===== config.mk =====
export PLATFORM = sky130hd
export DESIGN_NAME = pc_gen
export DESIGN_NICKNAME = d
export VERILOG_FILES = /design/src/rtl/mips_pkg.sv /design/src/rtl/pc_addr_check.sv /design/src/rtl/pc_gen.sv
export SDC_FILE = /design/constraint.sdc
export NUM_CORES = 1
export LEC_CHECK = 0
export BUFFER_PORTS_ARGS = -buffer_cell sky130_fd_sc_hd__buf_2
export CAP_MARGIN = 20
export CORE_MARGIN = 2
export CORE_UTILIZATION = 35
export DETAILED_ROUTE_END_ITERATION = 8
export HOLD_SLACK_MARGIN = 0.03
export PLACE_DENSITY = 0.75
export SETUP_SLACK_MARGIN = 0.3
export SKIP_CTS_REPAIR_TIMING = 1
export SLEW_MARGIN = 20
export SYNTH_ARGS = -nofsm -noshare
export SYNTH_HDL_FRONTEND = slang
export SYNTH_SLANG_ARGS = --single-unit

===== constraint.sdc =====
create_clock -name clk -period 4.23 [get_ports clk]
set_input_delay 0.2115 -clock clk [delete_from_list [all_inputs] [get_ports clk]]
set_output_delay 0.2115 -clock clk [all_outputs]
set_load 0.02 [all_outputs]

===== src/rtl/mips_pkg.sv =====
// Shared constants and types for the MIPS core: memory map anchors and the
// fetch-stage handler-mode state encoding.
package mips_pkg;

   localparam int unsigned      ADDR_W          = 32;
   localparam logic [31:0]      PC_RESET_VEC    = 32'h0000_3000;
   localparam logic [31:0]      TEXT_LO         = 32'h0000_3000;
   localparam logic [31:0]      TEXT_HI         = 32'h0000_6ffc;
   localparam logic [31:0]      EXC_HANDLER_VEC = 32'h0000_4180;

   typedef enum logic {
      RUN     = 1'b0,
      HANDLER = 1'b1
   } pc_state_e;

endpackage


===== src/rtl/pc_addr_check.sv =====
// Combinational address-error check: flags a misaligned address or one
// outside [TEXT_LO, TEXT_HI]. Shared by fetch AdEL and data AdEL/AdES.
module pc_addr_check #(
   parameter int unsigned          WIDTH      = 32,
   parameter logic [WIDTH-1:0]     TEXT_LO    = '0,
   parameter logic [WIDTH-1:0]     TEXT_HI    = '1,
   parameter int unsigned          ALIGN_BITS = 2
) (
   input  logic [WIDTH-1:0] addr,
   output logic             fault
);

   // Mask form keeps ALIGN_BITS = 0 (byte access) legal without a zero-width slice.
   localparam logic [WIDTH-1:0] ALIGN_MASK = WIDTH'((64'd1 << ALIGN_BITS) - 64'd1);

   logic misaligned;
   logic below;
   logic above;

   always_comb begin
      misaligned = (addr & ALIGN_MASK) != '0;
      below      = addr < TEXT_LO;
      above      = addr > TEXT_HI;
      fault      = misaligned || below || above;
   end

endmodule


===== src/rtl/pc_gen.sv =====
// Fetch-stage PC register with exception entry, ERET return and registered
// AdEL flag; a two-state handler-mode FSM masks nested exception requests.
//
//   state   | meaning
//   --------+-------------------------------------------------------------
//   RUN     | normal fetch; exc_req redirects to the handler vector
//   HANDLER | inside the exception handler; exc_req ignored until eret
module pc_gen
   import mips_pkg::*;
#(
   parameter int unsigned      WIDTH       = ADDR_W,
   parameter logic [WIDTH-1:0] RESET_VEC   = WIDTH'(PC_RESET_VEC),
   parameter logic [WIDTH-1:0] TEXT_LO     = WIDTH'(mips_pkg::TEXT_LO),
   parameter logic [WIDTH-1:0] TEXT_HI     = WIDTH'(mips_pkg::TEXT_HI),
   parameter logic [WIDTH-1:0] HANDLER_VEC = WIDTH'(EXC_HANDLER_VEC),
   parameter int unsigned      ALIGN_BITS  = 2
) (
   input  logic             clk,
   input  logic             reset,
   input  logic             stall,
   input  logic [WIDTH-1:0] npc,
   input  logic             exc_req,
   input  logic             eret,
   input  logic [WIDTH-1:0] epc,
   output logic [WIDTH-1:0] pc,
   output logic             adel,
   output logic             in_handler
);

   pc_state_e        state;
   pc_state_e        state_next;
   logic [WIDTH-1:0] pc_next;
   logic             adel_next;
   logic             take_exc;
   logic [WIDTH-1:0] chk_addr;
   logic             chk_fault;

   // Only one candidate address can be committed per cycle, so one checker suffices.
   assign chk_addr = eret ? epc : npc;

   pc_addr_check #(
      .WIDTH      (WIDTH),
      .TEXT_LO    (TEXT_LO),
      .TEXT_HI    (TEXT_HI),
      .ALIGN_BITS (ALIGN_BITS)
   ) u_chk (
      .addr  (chk_addr),
      .fault (chk_fault)
   );

   assign take_exc = exc_req && (state == RUN);

   always_comb begin
      state_next = state;
      pc_next    = pc;
      adel_next  = adel;
      if (take_exc) begin
         state_next = HANDLER;
         pc_next    = HANDLER_VEC;
         adel_next  = 1'b0;
      end else if (eret) begin
         state_next = RUN;
         pc_next    = epc;
         adel_next  = chk_fault;
      end else if (!stall) begin
         pc_next    = npc;
         adel_next  = chk_fault;
      end
   end

   always_ff @(posedge clk) begin
      if (reset) begin
         state <= RUN;
         pc    <= RESET_VEC;
         adel  <= 1'b0;
      end else begin
         state <= state_next;
         pc    <= pc_next;
         adel  <= adel_next;
      end
   end

   assign in_handler = (state == HANDLER);

endmodule


; ---- After elaboration in Yosys (flattened, before gate mapping)
; Cells that the tools add are included.
[totals]
word_cells = 23
ff_bits = 34
[classes]
bitwise = 1
muxes = 8
n_reduce_logical = 6
eq_ne = 2
n_lt_le_gt_ge = 2
[ops]
columns = op, n
row1 = $mux W32, 3
row2 = $gt A32 B15 Y1 const B, 1
row3 = $lt A32 B14 Y1 const B, 1
row4 = $reduce_bool A32 Y1, 1
row5 = $mux W15, 1
row6 = $mux W1, 4
row7 = $ne A3 B1 Y1 const B, 1
row8 = $logic_or A1 B1 Y1, 2
row9 = $ne A2 B1 Y1 const B, 1
row10 = $reduce_bool A2 Y1, 1
row11 = $reduce_or A2 Y1, 1
row12 = $logic_and A1 B1 Y1, 1
row13 = $not A1 Y1, 1

; ---- Longest topological paths before layout
[depth]
word_depth = 6
depth_mapped = 6
ltp_nobuf = 4

; ---- Hierarchy
; From an unflattened synthesis, not the netlist that was laid out.
[unflattened]
cells_unflattened = 193
area_unflattened_um2 = 1745.4
[modules_own_cells]
columns = mod, cells_each, area_per_inst_um2, seq_area_each_um2, instances
row1 = pc_gen, 184, 1690.4, 680.7, 1
row2 = pc_addr_check, 9, 55.1, 0.0, 1

; ---- Least setup slack after synthesis
; No wires, ideal clock.
[synth_path]
kind = input -> register
from = input eret
to = register adel
cell_stages = 5
slack_ns = 2.774
required_ns = 4.094
arrival_time_ns = 1.320
n_path_buf = 1
setup_time_ns = 0.136
path_cell_list = buf_4 or4b_1 o22a_1 a2111oi_2 a311oi_1
[synth_between]
elab_chain_len = 6
elab_cells_between_ends = 9
cone_classes = order compare: 2 / eq/ne: 1 / mux: 3 / reduce/logical: 3
[synth_rtl]
columns = element, line
row1 = start: declaration, pc_gen.sv:23  ; input logic eret,
row2 = $mux W32, pc_gen.sv:39  ; assign chk_addr = eret ? epc : npc;
row3 = $lt A32 B14 Y1 or $reduce_bool A32 Y1 (tied branches), "pc_addr_check.sv:22, pc_addr_check.sv:21"
row4 = $logic_or A1 B1 Y1 (2 in series), pc_addr_check.sv:24  ; fault = misaligned || below || above;
row5 = $mux W1, pc_gen.sv:65  ; end else if (!stall) begin
row6 = $mux W1, pc_gen.sv:61  ; end else if (eret) begin
row7 = end signal: assignment, pc_gen.sv:79  ; adel <= adel_next;
row8 = end: declaration, pc_gen.sv:26  ; output logic adel,
; Parallel ways exist; a longest one is shown, timed or not. The select of a mux whose other input is x is not followed.
; A chain may end at the register's enable or synchronous reset.

; ---- Final worst setup path
; Same ends and word-level chain as after synthesis.

==> results.md <==
- Total wire length: 4600 µm
- Clock Tree Root: clkbuf_8
- Critical R2R Capture: adel$_SDFFE_PP0P_
- WHS Path Cells: 3
- Hold path endpoint: pc[2]$_SDFFE_PP0P_
- Max-slew headroom: 0.354
- Critical Path End Type: register
- Slew Viols, Final: 0
- Setup TNS Final: 0 ns
- Crit path time final: 1.68 ns
- Hpwl dp: 3370 µm
- DRT iter0 DRCs: 38
- Worst EP required: 4.38 ns
- Crit path DAT: 1.83 ns
- Max-cap violations: 0
- Pin count of the biggest net entering global routing: 40
- Die Y-Extent: 73.5 µm
- Net count, final: 370
- Reg2reg setup slack: 2.80 ns
- Mapped cell area: 1690 µm²
- Row cnt: 25
- Layout cell share with drive strength beyond 1: 0.384
- Drt drc: 0
- Ys flop type: dfxtp_1
- Yosys reg bits: 34
- Fmax: 0.595 GHz
- Clock tree buffer depth: 2
- Clk_skew: 0.00514 ns
- Worst Setup Start Kind: input pin
- Die Width: 73.5 µm
- PwrDens: 343 nW/µm²
- Vias per cell: 4.98
- Commonest cells after routing, fill and taps aside: buf_2 (102), nor2_1 (53), dfxtp_1 (34), a21oi_1 (29), mux2i_1 (28)
- RR Startpoint: in_handler$_SDFFE_PP0P_
- Placed instance area: 2210 µm²
- Vias in the first global route: 1,553
- Core footprint: 4690 µm²
- DR vias: 1,774
- H-tree depth: 2
- TritonCTS clock tree: yes
- Number of nets still failing antenna checks after routing: 0
- Cell variety after synth: 27
- Gr ovfl total: 0
- Leading cell type in the layout, fill and taps excluded: buf_2
- RSZ-0062 raised after global routing: false
- Peak fanout along the critical path: 39
- Async set-reset flop share out of synthesis: 0
- Syn Inst Count: 206
- R2R cell count: 3
- Final core occ: 0.495
- Routed length per instance: 12.9 µm
- Antenna Cells: 0
- Final non-filler cell area: 2320 µm²
- Hold wc startpoint: epc[2]
- IO Count: 103
- Syn_area_per_cell: 8.22 µm²
- Finish-stage setup viols: 0
- Peak supply drop: 0.000197 V
- # port buffers: 102
- Final non-filler cell total: 356
- Sequential-to-total area share from yosys stat: 0.402
- Initial Utilization: 0.361
- Setup WS pre-CTS: 2.21 ns
- Clock-pin slew on the worst setup and hold paths: 0.07 ns
- Endpoints failing hold: 0
- Dpl cells: 348
- Slew @ Worst Pin: 0.969 ns
- Clock Sinks: 34
- Status: complete, no violations
- Layout area overhead: 37.3%
- Worst Slack Setup Final: 2.55 ns
- Clock Latency Late Sink: 0.28 ns
- Syn nets: 275
- Crit share post-route: 0.398
- TritonCTS Buffers: 5
- Number of synthesized flops with an enable pin: 0
- Antenna violations before repair: 0
- First-pass GRT wire length: 6870 µm
- Global placer's final weighted congestion: 0.847
- Crit path kind: input pin to register
- Leakage power: 1.18 nW
- Full die area: 5410 µm²
- Synth warnings: 0
- Hold Path Class: input pin to register
- Global Route Usage Sum: 0.165
- DR pass1 iterations: 4
[flip-flops by register name, summed over array words and instances, names as in the netlist]
signal	cells
adel	1
pc	32
in_handler	1
[cells by family after synthesis]
group,synth area share
simple gates,0.221
xor+xnor,0.00517
compound gates,0.147
flops,0.402
mux,0.186
buf+inv,0.0392
[where the power goes]
group,total [mW],leakage (nW),switching (mW),internal (mW)
clock network,0.282,0.0575,0.117,0.164
logic,0.166,0.847,0.0944,0.0719
registers,0.349,0.280,0.00904,0.340
[routing by layer]
| metal | global-route usage | up-vias | part of all wire |
|---|---|---|---|
| met3 | 0.0302 | 7 | 0.061 |
| met4 | 0.0788 | 0 | 0.017 |
| met1 | 0.201 | 801 | 0.43 |
| met5 | 0 | - | 0 |
| met2 | 0.279 | 62 | 0.49 |
| li1 | - | 904 | - |
[final cells by class]
type,instances,area (µm²)
clock buffer,8,110
fill,476,2370
multi-input combinational,157,948
sequential,34,681
tap,54,67.6
timing repair buffer,103,518
[critical path, stage by stage]
cell      delay, ns
buf_2          0.45
buf_4          0.45
nor2b_1        0.22
nand3_1        0.09
a221oi_1       0.26
a311oi_1       0.12
[Yosys cell counts (2+ instances only)]
| cell type | instances | area share |
|---|---|---|
| a211oi_1 | 3 | 0.013 |
| a21o_1 | 3 | 0.013 |
| a21oi_1 | 29 | 0.086 |
| buf_1 | 5 | 0.011 |
| buf_2 | 5 | 0.015 |
| clkbuf_1 | 4 | 0.0089 |
| dfxtp_1 | 34 | 0.40 |
| mux2_2 | 3 | 0.020 |
| mux2i_1 | 28 | 0.17 |
| nand2_1 | 3 | 0.0067 |
| nand2b_1 | 4 | 0.015 |
| nand3_1 | 2 | 0.0059 |
| nor2_1 | 53 | 0.12 |
| nor2b_1 | 6 | 0.022 |
| nor3_1 | 9 | 0.027 |
| nor4_1 | 2 | 0.0074 |
| o21ai_0 | 2 | 0.0059 |
| or4_1 | 2 | 0.0089 |
[how the worst max path moves through the flow]
stage,from,cells past startpoint,endpoint
6_report,eret,6,adel$_SDFFE_PP0P_
5_1_grt,eret,6,adel$_SDFFE_PP0P_
4_1_cts,in_handler$_SDFFE_PP0P_,3,adel$_SDFFE_PP0P_
3_5_place_dp,eret,6,adel$_SDFFE_PP0P_
3_3_place_gp,eret,6,adel$_SDFFE_PP0P_
2_1_floorplan,eret,5,adel$_SDFFE_PP0P_
[metrics by stage]
stage	power (mW)	hold slack [ns]
floorplan	0.456	0.281
global placement	0.520	0.443
detailed placement	0.523	0.448
CTS	0.804	0.151
global route	0.835	0.167
finish	0.797	0.157
No activity file was read; power rests on OpenSTA's default activity.
